<file path="config.mk">
export PLATFORM = sky130hd
export DESIGN_NAME = parking_lot_arbiter
export DESIGN_NICKNAME = d
export VERILOG_FILES = /design/src/rtl/parking_lot_arbiter.sv
export SDC_FILE = /design/constraint.sdc
export NUM_CORES = 1
export LEC_CHECK = 0
export CAP_MARGIN = 25
export CORE_ASPECT_RATIO = 0.9
export CORE_MARGIN = 8
export CORE_UTILIZATION = 30
export DETAILED_ROUTE_END_ITERATION = 7
export SYNTH_ARGS = -nofsm -noshare
export SYNTH_HDL_FRONTEND = slang
export SYNTH_SLANG_ARGS = --single-unit
</file>
<file path="constraint.sdc">
create_clock -name clk -period 2.6 [get_ports clk]
set_clock_uncertainty 0.2 [all_clocks]
set_input_delay 0.26 -clock clk [delete_from_list [all_inputs] [get_ports clk]]
set_output_delay 0.26 -clock clk [all_outputs]
set_load 0.01 [all_outputs]
</file>
<file path="src/rtl/parking_lot_arbiter.sv">
// parking_lot_arbiter
//   Serialises entry/exit requests for a parking lot, owns the occupancy
//   count, admits or denies entries against CAPACITY and drives the
//   per-lane barrier-open timer.
//
// Ports:
//   clk            system clock, rising edge
//   reset          synchronous active-low reset
//   entry_req      level request per entry lane (held until ack/deny)
//   exit_req       level request from the exit lane (held until ack/err)
//   entry_ack      1-cycle pulse, entry admitted
//   entry_deny     1-cycle pulse, lot full, entry refused
//   exit_ack       1-cycle pulse, exit accepted, count decremented
//   exit_err       1-cycle pulse, exit requested with an empty lot
//   gate_open      barrier open, at most one lane at a time
//   count          current occupancy
//   full / empty   count==CAPACITY / count==0
//   busy           FSM not idle
//
// Optional feature (macro PARK_STATS_EN):
//   entries_total  saturating count of entry_ack pulses
//   denies_total   saturating count of entry_deny pulses
module parking_lot_arbiter #(
   parameter int unsigned N_ENTRY   = 2,
   parameter int unsigned CAPACITY  = 15,
   parameter int unsigned CNT_W     = 4,
   parameter int unsigned GATE_HOLD = 8
) (
   input  logic               clk,
   input  logic               reset,
   input  logic [N_ENTRY-1:0] entry_req,
   input  logic               exit_req,
   output logic [N_ENTRY-1:0] entry_ack,
   output logic [N_ENTRY-1:0] entry_deny,
   output logic               exit_ack,
   output logic               exit_err,
   output logic [N_ENTRY-1:0] gate_open,
   output logic [CNT_W-1:0]   count,
   output logic               full,
   output logic               empty,
`ifdef PARK_STATS_EN
   output logic [15:0]        entries_total,
   output logic [15:0]        denies_total,
`endif
   output logic               busy
);

   localparam int unsigned PTR_W = (N_ENTRY > 1) ? $clog2(N_ENTRY) : 1;
   localparam int unsigned TMR_W = (GATE_HOLD > 1) ? $clog2(GATE_HOLD) : 1;

   typedef enum logic [1:0] {
      S_IDLE = 2'd0,
      S_GATE = 2'd1,
      S_COOL = 2'd2
   } state_t;

   state_t             r_state;
   logic [PTR_W-1:0]   r_ptr;
   logic [TMR_W-1:0]   r_timer;
   logic [CNT_W-1:0]   r_count;
   logic               r_full;
   logic               r_empty;
   logic               r_busy;
   logic [N_ENTRY-1:0] r_entry_ack;
   logic [N_ENTRY-1:0] r_entry_deny;
   logic               r_exit_ack;
   logic               r_exit_err;
   logic [N_ENTRY-1:0] r_gate_open;
`ifdef PARK_STATS_EN
   logic [15:0]        r_entries_total;
   logic [15:0]        r_denies_total;
`endif

   logic               w_grant_vld;
   logic [PTR_W-1:0]   w_grant_idx;
   logic [PTR_W-1:0]   w_ptr_next;

   // Round-robin search: first requesting lane at or above the pointer, wrapping.
   always_comb begin
      int unsigned idx;
      idx         = 0;
      w_grant_vld = 1'b0;
      w_grant_idx = '0;
      for (int unsigned k = 0; k < N_ENTRY; k++) begin
         idx = (32'(r_ptr) + k) % N_ENTRY;
         if (!w_grant_vld && entry_req[PTR_W'(idx)]) begin
            w_grant_vld = 1'b1;
            w_grant_idx = PTR_W'(idx);
         end
      end
      w_ptr_next = PTR_W'((32'(w_grant_idx) + 32'd1) % N_ENTRY);
   end

   // Transaction FSM; owns the count and all response outputs.
   always_ff @(posedge clk) begin
      if (!reset) begin
         r_state      <= S_IDLE;
         r_ptr        <= '0;
         r_timer      <= '0;
         r_count      <= '0;
         r_full       <= 1'b0;
         r_empty      <= 1'b1;
         r_busy       <= 1'b0;
         r_entry_ack  <= '0;
         r_entry_deny <= '0;
         r_exit_ack   <= 1'b0;
         r_exit_err   <= 1'b0;
         r_gate_open  <= '0;
`ifdef PARK_STATS_EN
         r_entries_total <= '0;
         r_denies_total  <= '0;
`endif
      end else begin
         r_entry_ack  <= '0;
         r_entry_deny <= '0;
         r_exit_ack   <= 1'b0;
         r_exit_err   <= 1'b0;
         case (r_state)
            S_IDLE: begin
               if (exit_req) begin
                  // Exit always wins; an empty lot reports an error instead.
                  if (r_count != '0) begin
                     r_count    <= r_count - CNT_W'(1);
                     r_full     <= 1'b0;
                     r_empty    <= (r_count == CNT_W'(1));
                     r_exit_ack <= 1'b1;
                  end else begin
                     r_exit_err <= 1'b1;
                  end
                  r_state <= S_COOL;
                  r_busy  <= 1'b1;
               end else if (w_grant_vld) begin
                  r_ptr  <= w_ptr_next;
                  r_busy <= 1'b1;
                  if (r_count < CNT_W'(CAPACITY)) begin
                     r_count     <= r_count + CNT_W'(1);
                     r_full      <= ((r_count + CNT_W'(1)) == CNT_W'(CAPACITY));
                     r_empty     <= 1'b0;
                     r_entry_ack <= N_ENTRY'(1) << w_grant_idx;
                     r_gate_open <= N_ENTRY'(1) << w_grant_idx;
                     // Timer expires at zero, giving GATE_HOLD open cycles.
                     r_timer     <= TMR_W'(GATE_HOLD - 1);
                     r_state     <= S_GATE;
`ifdef PARK_STATS_EN
                     if (r_entries_total != 16'hFFFF)
                        r_entries_total <= r_entries_total + 16'd1;
`endif
                  end else begin
                     r_entry_deny <= N_ENTRY'(1) << w_grant_idx;
                     r_state      <= S_COOL;
`ifdef PARK_STATS_EN
                     if (r_denies_total != 16'hFFFF)
                        r_denies_total <= r_denies_total + 16'd1;
`endif
                  end
               end
            end
            S_GATE: begin
               if (r_timer == '0) begin
                  r_gate_open <= '0;
                  r_state     <= S_COOL;
               end else begin
                  r_timer <= r_timer - TMR_W'(1);
               end
            end
            S_COOL: begin
               r_state <= S_IDLE;
               r_busy  <= 1'b0;
            end
            default: begin
               r_state     <= S_IDLE;
               r_busy      <= 1'b0;
               r_gate_open <= '0;
            end
         endcase
      end
   end

   assign entry_ack  = r_entry_ack;
   assign entry_deny = r_entry_deny;
   assign exit_ack   = r_exit_ack;
   assign exit_err   = r_exit_err;
   assign gate_open  = r_gate_open;
   assign count      = r_count;
   assign full       = r_full;
   assign empty      = r_empty;
   assign busy       = r_busy;
`ifdef PARK_STATS_EN
   assign entries_total = r_entries_total;
   assign denies_total  = r_denies_total;
`endif

endmodule

</file>
# Word-level counts from Yosys, hierarchy flattened
# Index checks and enable logic that the tools add are counted.
op_classes:
  addsub: 5
  order_cmp: 3
  eq_ne: 11
  shift: 1
  muxes: 40
  bitwise: 7
  reduce_logical: 17
op_table:
  columns: ["operator", "count"]
  rows:
  - ["$mux 1", 20]
  - ["$mux 2", 8]
  - ["$mux 4", 4]
  - ["$mux 3", 4]
  - ["$ne 2x2->1 const B", 5]
  - ["$reduce_and 5->1", 2]
  - ["$reduce_or 5->1", 2]
  - ["$not 1->1", 7]
  - ["$pmux 2 s3", 1]
  - ["$pmux 3 s2", 1]
  - ["$reduce_and 3->1", 2]
  - ["$reduce_bool 2->1", 3]
  - ["$add 4x1->4 const B", 1]
  - ["$eq 4x1->1 const B", 1]
  - ["$eq 4x4->1 const B", 1]
  - ["$lt 1x2->1 const B", 2]
  - ["$lt 4x4->1 const B", 1]
  - ["$pmux 2 s2", 1]
  - ["$reduce_and 2->1", 2]
  - ["$reduce_and 4->1", 1]
  - ["$reduce_bool 4->1", 1]
  - ["$sub 4x1->4 const B", 1]
  - ["$logic_not 3->1", 1]
  - ["$ne 3x3->1 const B", 1]
  - ["other kinds (10)", 11]
word_totals:
  register_bits: 21
  in_bits: 5
  output_inout_bits: 15
  elab_cells: 96

# Logic depth before layout (Yosys ltp)
# Gate-level depths: netlist of run 1.
depth:
  depth_word: 11
  ltp_mapped: 7

# Least setup slack after synthesis of run 1
# No wires, ideal clock.
synth_timing:
  path_kind: "reg-to-reg"
  start: "register r_count[0] (netlist: count[0])"
  end: "register r_count[2] (netlist: count[2])"
  setup_ps: 66
  t_arrival_ps: 1639
  required_ps: 2334
  path_slack_ps: 695
  stages_incl_launch_ff: 8
  n_path_buf: 1
  period_less_slack_ps: 1905
  path_cell_list: "dfxtp_1 inv_1 ha_1 nand4bb_2 o2111ai_2 buf_6 or3_4 a21boi_2"
synth_between:
  elab_chain_len: 4
  elab_cells_between_ends: 11
  cone_classes: "add/sub: 2; order compare: 1; eq/ne: 1; mux: 4; reduce/logical: 3"
synth_rtl:
  columns: ["element", "line_no", "text"]
  rows:
  - ["from (decl)", "60", "logic [CNT_W-1:0] r_count;"]
  - ["from (signal assigned)", "123", "r_count <= r_count - CNT_W'(1);"]
  - ["from (signal assigned)", "136", "r_count <= r_count + CNT_W'(1);"]
  - ["$add 4x1->4", "136", null]
  - ["$mux 4", "135", "if (r_count < CNT_W'(CAPACITY)) begin"]
  - ["$mux 4", "132", "end else if (w_grant_vld) begin"]
  - ["$mux 4", "120", "if (exit_req) begin"]
# Parallel ways exist; a longest one is shown, timed or not. The select of a mux whose other input is x is not followed.
# A chain may end at the register's enable or synchronous reset.

# Final worst setup path of run 1
# Same ends and word-level chain as after synthesis.

==> results of run 1 <==
per-stage QoR:
step                      utilization, %  hold WS (ns)
after detailed placement           37.89        0.2627
after global routing               39.22        0.2895
after CTS                          39.22        0.2723
final                              39.22        0.2691
after floorplan                        -        0.1794
after global placement             37.89        0.2657
kinds of logic after synthesis:
kind of cell / share of synthesized area (%)
flops: 39.62
xor+xnor: 1.651
mux: 0.9434
compound gates: 18.04
simple gates: 26.65
fa+ha+maj: 7.075
buf+inv: 6.014
state kept, by name (all words and copies together), names as in the netlist:
register and count:
exit_err 1, r_state 2, full 1, entry_ack 2
exit_ack 1, r_ptr 1, empty 1, count 4
r_timer 3, gate_open 2, busy 1, entry_deny 2
worst min-delay path, cell delays in order, from the launching register on:
cell and delay, ns:
dfxtp_1 0.31, nand3_1 0.06, o31ai_1 0.06
Yosys cell counts, types with 2 or more instances:
library cell	count
nand2b_1	4
nand3_1	5
o31a_1	2
nor4_1	3
nor2_1	7
o21ai_1	2
nand3b_1	2
buf_6	3
or3_1	2
and2_1	3
nand2_1	10
clkbuf_1	2
a21oi_1	4
o21ai_0	4
inv_1	6
o211a_1	2
nor3_1	7
dfxtp_1	21
a41o_1	2
ha_1	6
power groups by stage:
stage / clock [mW] / combinational, mW / sequential (mW)
6_report: 0.208 / 0.364 / 0.432
5_1_grt: 0.231 / 0.410 / 0.442
4_1_cts: 0.216 / 0.369 / 0.432
3_5_place_dp: 0 / 0.366 / 0.439
3_3_place_gp: 0 / 0.362 / 0.437
2_1_floorplan: 0 / 0.254 / 0.438
cell type report:
| cell class | instances | share of cell area (%) |
|---|---|---|
| Sequential cell | 21 | 31.73 |
| Timing Repair Buffer | 21 | 15.49 |
| Multi-Input combinational cell | 84 | 43.53 |
| Clock buffer | 4 | 3.399 |
| Tap cell | 44 | 4.155 |
| Inverter | 6 | 1.700 |
metal layers:
metal,up-vias,track usage [%]
met3,4,2.222
li1,455,-
met4,0,4.312
met5,-,0
met2,17,13.60
met1,431,10.52
path summary, 6_finish.rpt:
kind                 start       end  slack [ns]  depth (start not counted)
setup / recovery  count[0]  count[2]        0.52                          6
hold reg to reg       full      full        0.27                          2
setup reg to reg  count[0]  count[2]        0.52                          6
hold / removal        full      full        0.27                          2
==> results.toml, run 1 <==
[outcome]
outcome = "finished clean"

[yosys]
ys_ff_latch = 21
avgSynthCellArea_um2 = 9.147
syn-num-nets = 127
synth_area_leader_cell = "dfxtp_1"
yosysSeqAreaShare_pct = 39.62
synth_edf_count = 0
synth_area_leaders = "dfxtp_1, ha_1, nand2_1"
syn_inst = 116
synth_cell_type_count = 39
yosys_most_used_dff = "dfxtp_1"
yosys_warnings = 0
synth_top_area_share_pct = 39.62
async_reset_ff_share_pct = 0
mappedNetlistArea_um2 = 1061

[cells_and_area]
final_area_um2 = 1325
layout_common_cells = "dfxtp_1, clkdlybuf4s50_1, nand2_1"
final_common_cell = "dfxtp_1"
nets = 148
instances_no_fill = 180
multi_input_area_um2 = 576.8
seqCellArea_um2 = 420.4
syn2layout_area_growth_pct = 24.88
fill_cells = 342
diodes = 0
layout-drive-gt1-share_pct = 8.824

[pwr]
p_leak_nw = 0.5241
power_mw = 1.004
peakVddDrop_mv = 0.3670
clkPwrFrac_pct = 20.7
seq_power_share_pct = 43.0
p_sw_uw = 337.6
p_int_uw = 666.5
powerDensity_nw_per_um2 = 757.8
combPwrFrac_pct = 36.3
p_sw_share_pct = 33.62

[clocking]
ctsHtreeMaxLevel = 1
cts_buffers = 3
post_cts_buffers = 0
cts_tree = "done"
cts_resized = 0
holdBufCountCts = 0
cts.reportedPaths.clkPinSlew_ns = 0.08
numClockSinks = 21
clk_latency_ns = 0.26
clock_path_buffers = 2
cts_root_buf = "clkbuf_8"

[min_path]
min_path_type = "flop to flop"

[floorplanning]
core_area_um2 = 3378
die_h_um = 72.42
ios = 20
start_util_pct = 31.41
die-width_um = 78.69
dieArea_um2 = 5698
rows = 20

[routing]
wl_met2_um = 975
ant_nets = 0
first_pass_iters = 4
routed_wl_mm = 2.253
drc = 0
vias = 907
via_per_inst = 5.039
wl_met3_um = 135
m1WireLength_mm = 1.097
drt-initial-drc-count = 45
routedWlPerCell_um = 12.52
dr.max_layer_used = "met4"

[timing]
tightest_slew_ns = 0.4868
rsz0062_at_grt = "false"
relSlewSlack_pct = 67.55
finalSetupViolations = 0
setup_ws_ns = 0.5239
period_needed_ns = 2.076
timing.final.crit_share_pct = 79.85
final_max_slew_viol_count = 0
hold_viol_final = 0
max_freq_mhz = 481.7
fin_setup_tns_ns = 0

[run]
maxCapViolations = 0

[global_route]
grt_util_all_layers_pct = 8.599
grt_max_degree = 17
grt_first_pass_wirelength_mm = 4.002
antenna_found_initial = 0
first_global_vias = 862
gr-total-overflow = 0

[critical_path]
cp-end-kind = "flop"
crit_family = "simple AND/OR/NAND/NOR gates"
slowest_delay_ns = 0.49
path_buf_inv = 1
cp_max_fo = 11
crit_type = "flop to flop"
required_ns = 2.60
critPathSlowestCell = "dfxtp_1"
start_kind = "flop"
cp_cell_sequence = "inv_1 -> ha_1 -> nand4bb_2 -> o2111ai_2 -> or3_4 -> a21boi_2"
critical_path_arrival_ns = 2.08

[placement]
port-buffer-count = 19
place_congestion = 0.7661
dp_hpwl_mm = 1.725
place_inst = 176
dpl-instance-area_um2 = 1280
dpl_worst_slack_ns = 0.4722
No activity file was read; power rests on OpenSTA's default activity.
==> run 2, diff against run 1 <==
==> constraint.sdc (replaced) <==
create_clock -name clk -period 1.9 [get_ports clk]
set_clock_uncertainty 0.2 [all_clocks]
set_input_delay 0.19 -clock clk [delete_from_list [all_inputs] [get_ports clk]]
set_output_delay 0.19 -clock clk [all_outputs]
set_load 0.01 [all_outputs]
==> run 2 against run 1 <==
  * Sequential share of layout area decreased by 1.5 points
  * Design area increased by 5.9%
  * Total power increased by 43%
  * Sequential power increased by 36%
  * Highest routed layer unchanged
  * Core utilization increased by 2.3 points
  * Largest power group unchanged
  * Via count increased by 3.3%
  * Global-route usage increased by 0.29 points
  * Critical path type unchanged
==> results.toml, run 2 (synthesis results as in run 1) <==
[floorplanning]
start_util_pct = 31.41
die_h_um = 72.42
core_area_um2 = 3378
dieArea_um2 = 5698
rows = 20
die-width_um = 78.69
ios = 20

[cells_and_area]
largest_register_ffs = 4
layout-drive-gt1-share_pct = 15.75
diodes = 0
layout_common_cells = "dfxtp_1, clkdlybuf4s50_1, buf_4"
instances_no_fill = 190
final_area_um2 = 1404
final_common_cell = "dfxtp_1"
syn2layout_area_growth_pct = 32.31
nets = 158

[routing]
vias = 937
ant_nets = 0
routed_wl_mm = 2.403
drt-initial-drc-count = 53
drc = 0
first_pass_iters = 4
routedWlPerCell_um = 12.65
via_per_inst = 4.932

[placement]
place_inst = 186
dpl-instance-area_um2 = 1356
dpl_worst_slack_ns = -0.01550
port-buffer-count = 19
dp_hpwl_mm = 1.858
place_congestion = 0.8161

[clocking]
cts_buffers = 3
cts.reportedPaths.clkPinSlew_ns = 0.08
clk_latency_ns = 0.26
post_cts_buffers = 0
numClockSinks = 21
ctsHtreeMaxLevel = 1
holdBufCountCts = 0
cts_tree = "done"
clock_path_buffers = 2
cts_root_buf = "clkbuf_8"

[timing]
rsz0062_at_grt = "false"
max_freq_mhz = 553.4
relSlewSlack_pct = 73.88
fin_setup_tns_ns = 0
final_max_slew_viol_count = 0
hold_viol_final = 0
timing.final.crit_share_pct = 95.11
setup_ws_ns = 0.09283
finalSetupViolations = 0
period_needed_ns = 1.807
tightest_slew_ns = 0.3910

[global_route]
gr-total-overflow = 0
grt_util_all_layers_pct = 8.889
grt_max_degree = 16
first_global_vias = 926
grt_first_pass_wirelength_mm = 4.167
antenna_found_initial = 0

[pwr]
powerDensity_nw_per_um2 = 1023
peakVddDrop_mv = 0.3177
p_leak_nw = 0.5736

[critical_path]
cp-startpoint = "count[0]"
cp-end-kind = "flop"
critPathSlowestCell = "dfxtp_4"
crit_type = "flop to flop"
critical_path_arrival_ns = 1.80
path_buf_inv = 1
required_ns = 1.90
start_kind = "flop"
worstReg2RegStart = "count[0]"
crit_family = "simple AND/OR/NAND/NOR gates"
cp_max_fo = 8
slowest_delay_ns = 0.40
cp_cell_sequence = "inv_1 -> ha_1 -> nand4bb_2 -> o2111ai_2 -> or3_4 -> a21boi_2"

[min_path]
min_path_type = "flop to flop"
holdCritStartpoint = "full"

[run]
maxCapViolations = 0

[outcome]
outcome = "finished clean"
[run 2: cell count changes in the layout (fill, tap and decap cells not counted)]
| cell | change |
|---|---|
| dfxtp_1 | -1 |
| dfxtp_4 | +1 |
| buf_4 | +10 |
[run 2: power breakdown]
part | internal [mW] | switching (mW) | total [mW]
Sequential | 0.513 | 0.0748 | 0.587
Combinational | 0.290 | 0.270 | 0.560
Clock | 0.149 | 0.140 | 0.289
Total | 0.951 | 0.485 | 1.44
[run 2: worst paths after layout]
kind	endpoint	slack [ns]	cells after the start
worst min register to register	full	0.28	2
worst min-delay path	full	0.28	2
worst max register to register	count[2]	0.09	6
worst max-delay path	count[2]	0.09	6
[run 2: timing repair]
item                                    4_1_cts  5_1_grt
endpoints found under the setup margin        0        3
resized for setup                             0        1
endpoints found under the hold margin         0        0
[run 2: layout make-up]
cell class                 instances  area (um2)
clock buffer                       4       45.04
fill                             341        1974
inverter                           6       22.52
multi-input combinational         84       576.8
sequential                        21       424.2
tap                               44       55.05
timing repair buffer              31       280.3
[run 2: metrics by stage]
step | hold WS [ns] | power, mW | utilization [%]
floorplan | 0.1094 | 0.9483 | -
global placement | 0.2652 | 1.137 | 40.15
detailed placement | 0.2686 | 1.154 | 40.15
CTS | 0.2788 | 1.447 | 41.48
global route | 0.3065 | 1.540 | 41.56
finish | 0.2777 | 1.436 | 41.56
[run 2: worst register-to-register path: cells and delay by family (launching register included)]
kind / cells / cell delay [ns]
buf+inv: 1 / 0.07
flops: 1 / 0.40
fa+ha+maj: 1 / 0.26
simple gates: 2 / 0.54
compound gates: 2 / 0.29
[run 2: metal layers]
metal | track usage (%) | routed length [um] | vias to the layer above | share of wire, %
met2 | 13.88 | 1078 | 18 | 45
met3 | 2.346 | 151 | 2 | 6.3
met5 | 0 | 0 | - | 0
met1 | 10.82 | 1140 | 443 | 47
li1 | - | - | 474 | -
met4 | 4.928 | 34 | 0 | 1.4
==> run 3, diff against run 2 <==
--- a/config.mk
+++ b/config.mk
@@ -8,8 +8,9 @@
 export CAP_MARGIN = 25
 export CORE_ASPECT_RATIO = 0.9
 export CORE_MARGIN = 8
-export CORE_UTILIZATION = 30
+export CORE_UTILIZATION = 54
 export DETAILED_ROUTE_END_ITERATION = 7
+export PLACE_DENSITY = 0.82
 export SYNTH_ARGS = -nofsm -noshare
 export SYNTH_HDL_FRONTEND = slang
 export SYNTH_SLANG_ARGS = --single-unit
==> constraint.sdc (replaced) <==
create_clock -name clk -period 2.3 [get_ports clk]
set_clock_uncertainty 0.2 [all_clocks]
set_input_delay 0.23 -clock clk [delete_from_list [all_inputs] [get_ports clk]]
set_output_delay 0.23 -clock clk [all_outputs]
set_load 0.01 [all_outputs]
==> run 3 against run 2 <==
  * Combinational power fell by 23%
  * Highest routed layer unchanged
  * Sequential share of layout area grew 2.2 points
  * First-iteration DRC count is 72% lower
  * Non-clock buffer count shrank 8
  * Maximum frequency shrank 11%
  * Largest power group unchanged
  * Critical path type unchanged
==> results.toml, run 3 (synthesis results as in run 1) <==
[critical_path]
slowest_delay_ns = 0.49
critical_path_arrival_ns = 2.04
critPathSlowestCell = "dfxtp_1"
required_ns = 2.31
path_buf_inv = 1
crit_type = "flop to flop"
start_kind = "flop"
cp-end-kind = "flop"
crit_family = "flip-flops"
cp_max_fo = 8
rrSetupSlack_ns = 0.27
cp_cell_sequence = "ha_1 -> nand3_1 -> o2111ai_2 -> buf_4 -> xnor2_1 -> and2_1"

[clocking]
ctsHtreeMaxLevel = 1
post_cts_buffers = 0
cts_buffers = 3
clock_path_buffers = 2
clk_latency_ns = 0.30
holdBufCountCts = 0
numClockSinks = 21
cts_root_buf = "clkbuf_4"
cts_resized = 0
cts.reportedPaths.clkPinSlew_ns = 0.11
cts_tree = "done"

[timing]
whs_ns = 0.2952
fin_setup_tns_ns = 0
finalSetupViolations = 0
max_freq_mhz = 492.8
rsz0062_at_grt = "false"
final_max_slew_viol_count = 0
timing.final.crit_share_pct = 88.23
relSlewSlack_pct = 73.69
period_needed_ns = 2.029
setup_ws_ns = 0.2708
tightest_slew_ns = 0.3911
hold_viol_final = 0

[pwr]
p_leak_nw = 0.5258
peakVddDrop_mv = 0.4951
powerDensity_nw_per_um2 = 839.0
power_mw = 1.089

[cells_and_area]
final_area_um2 = 1297
instances_no_fill = 163
syn2layout_area_growth_pct = 22.29
diodes = 0
layout_common_cells = "dfxtp_1, clkdlybuf4s50_1, nand2_1"
final_common_cell = "dfxtp_1"
nets = 150
final_util_pct = 69.13
layout-drive-gt1-share_pct = 10.14
largest_register_ffs = 4

[routing]
first_pass_iters = 4
drc = 0
via_per_inst = 5.681
drt-initial-drc-count = 15
routedWlPerCell_um = 13.17
routed_wl_mm = 2.147
vias = 926
ant_nets = 0

[floorplanning]
rows = 15
die-width_um = 62.73
start_util_pct = 56.53
core_area_um2 = 1877
dieArea_um2 = 3641
ios = 20
die_h_um = 58.05

[global_route]
antenna_found_initial = 0
grt_util_all_layers_pct = 12.71
grt_max_degree = 16
first_global_vias = 900
grt_first_pass_wirelength_mm = 3.912
gr-total-overflow = 0

[placement]
place_inst = 159
dpl-instance-area_um2 = 1271
port-buffer-count = 19
dpl_worst_slack_ns = 0.1957
place_congestion = 0.8433
dp_hpwl_mm = 1.692

[run]
maxCapViolations = 0

[min_path]
min_path_type = "flop to flop"

[outcome]
outcome = "finished clean"
[run 3: cell types whose count changed in the layout (fill, tap and decap cells not counted)]
cell      before  now
dfxtp_4        1    0
clkbuf_4       0    3
buf_4         12    4
clkbuf_8       3    0
dfxtp_1       20   21
[run 3: power breakdown]
group	switching (mW)	internal, mW	leakage, nW
clock	0.101	0.0677	0.0150
sequential	0.0682	0.418	0.173
combinational	0.211	0.222	0.338
total	0.381	0.708	0.526
[run 3: worst paths after layout]
check	to	cells after the start	from
hold reg to reg	full	2	full
hold / removal	full	2	full
setup / recovery	count[0]	6	count[0]
setup reg to reg	count[0]	6	count[0]
[run 3: layout make-up]
| class | count | area, um2 |
|---|---|---|
| Timing Repair Buffer | 23 | 220.2 |
| Inverter | 6 | 22.52 |
| Tap cell | 25 | 31.28 |
| Multi-Input combinational cell | 84 | 576.8 |
| Sequential cell | 21 | 420.4 |
| Clock buffer | 4 | 26.28 |
| Fill cell | 159 | 579.3 |
[run 3: layer usage]
| metal | GRT usage [%] | share of wire (%) |
|---|---|---|
| met1 | 15.26 | 48 |
| met2 | 20.50 | 44 |
| met3 | 4.808 | 6.2 |
| met4 | 4.221 | 1.1 |
| met5 | 0 | 0 |
[run 3: tightest hold or removal path, stage by stage (launching register included)]
cell,delay (ns)
dfxtp_1,0.33
nand3_1,0.06
o31ai_1,0.06
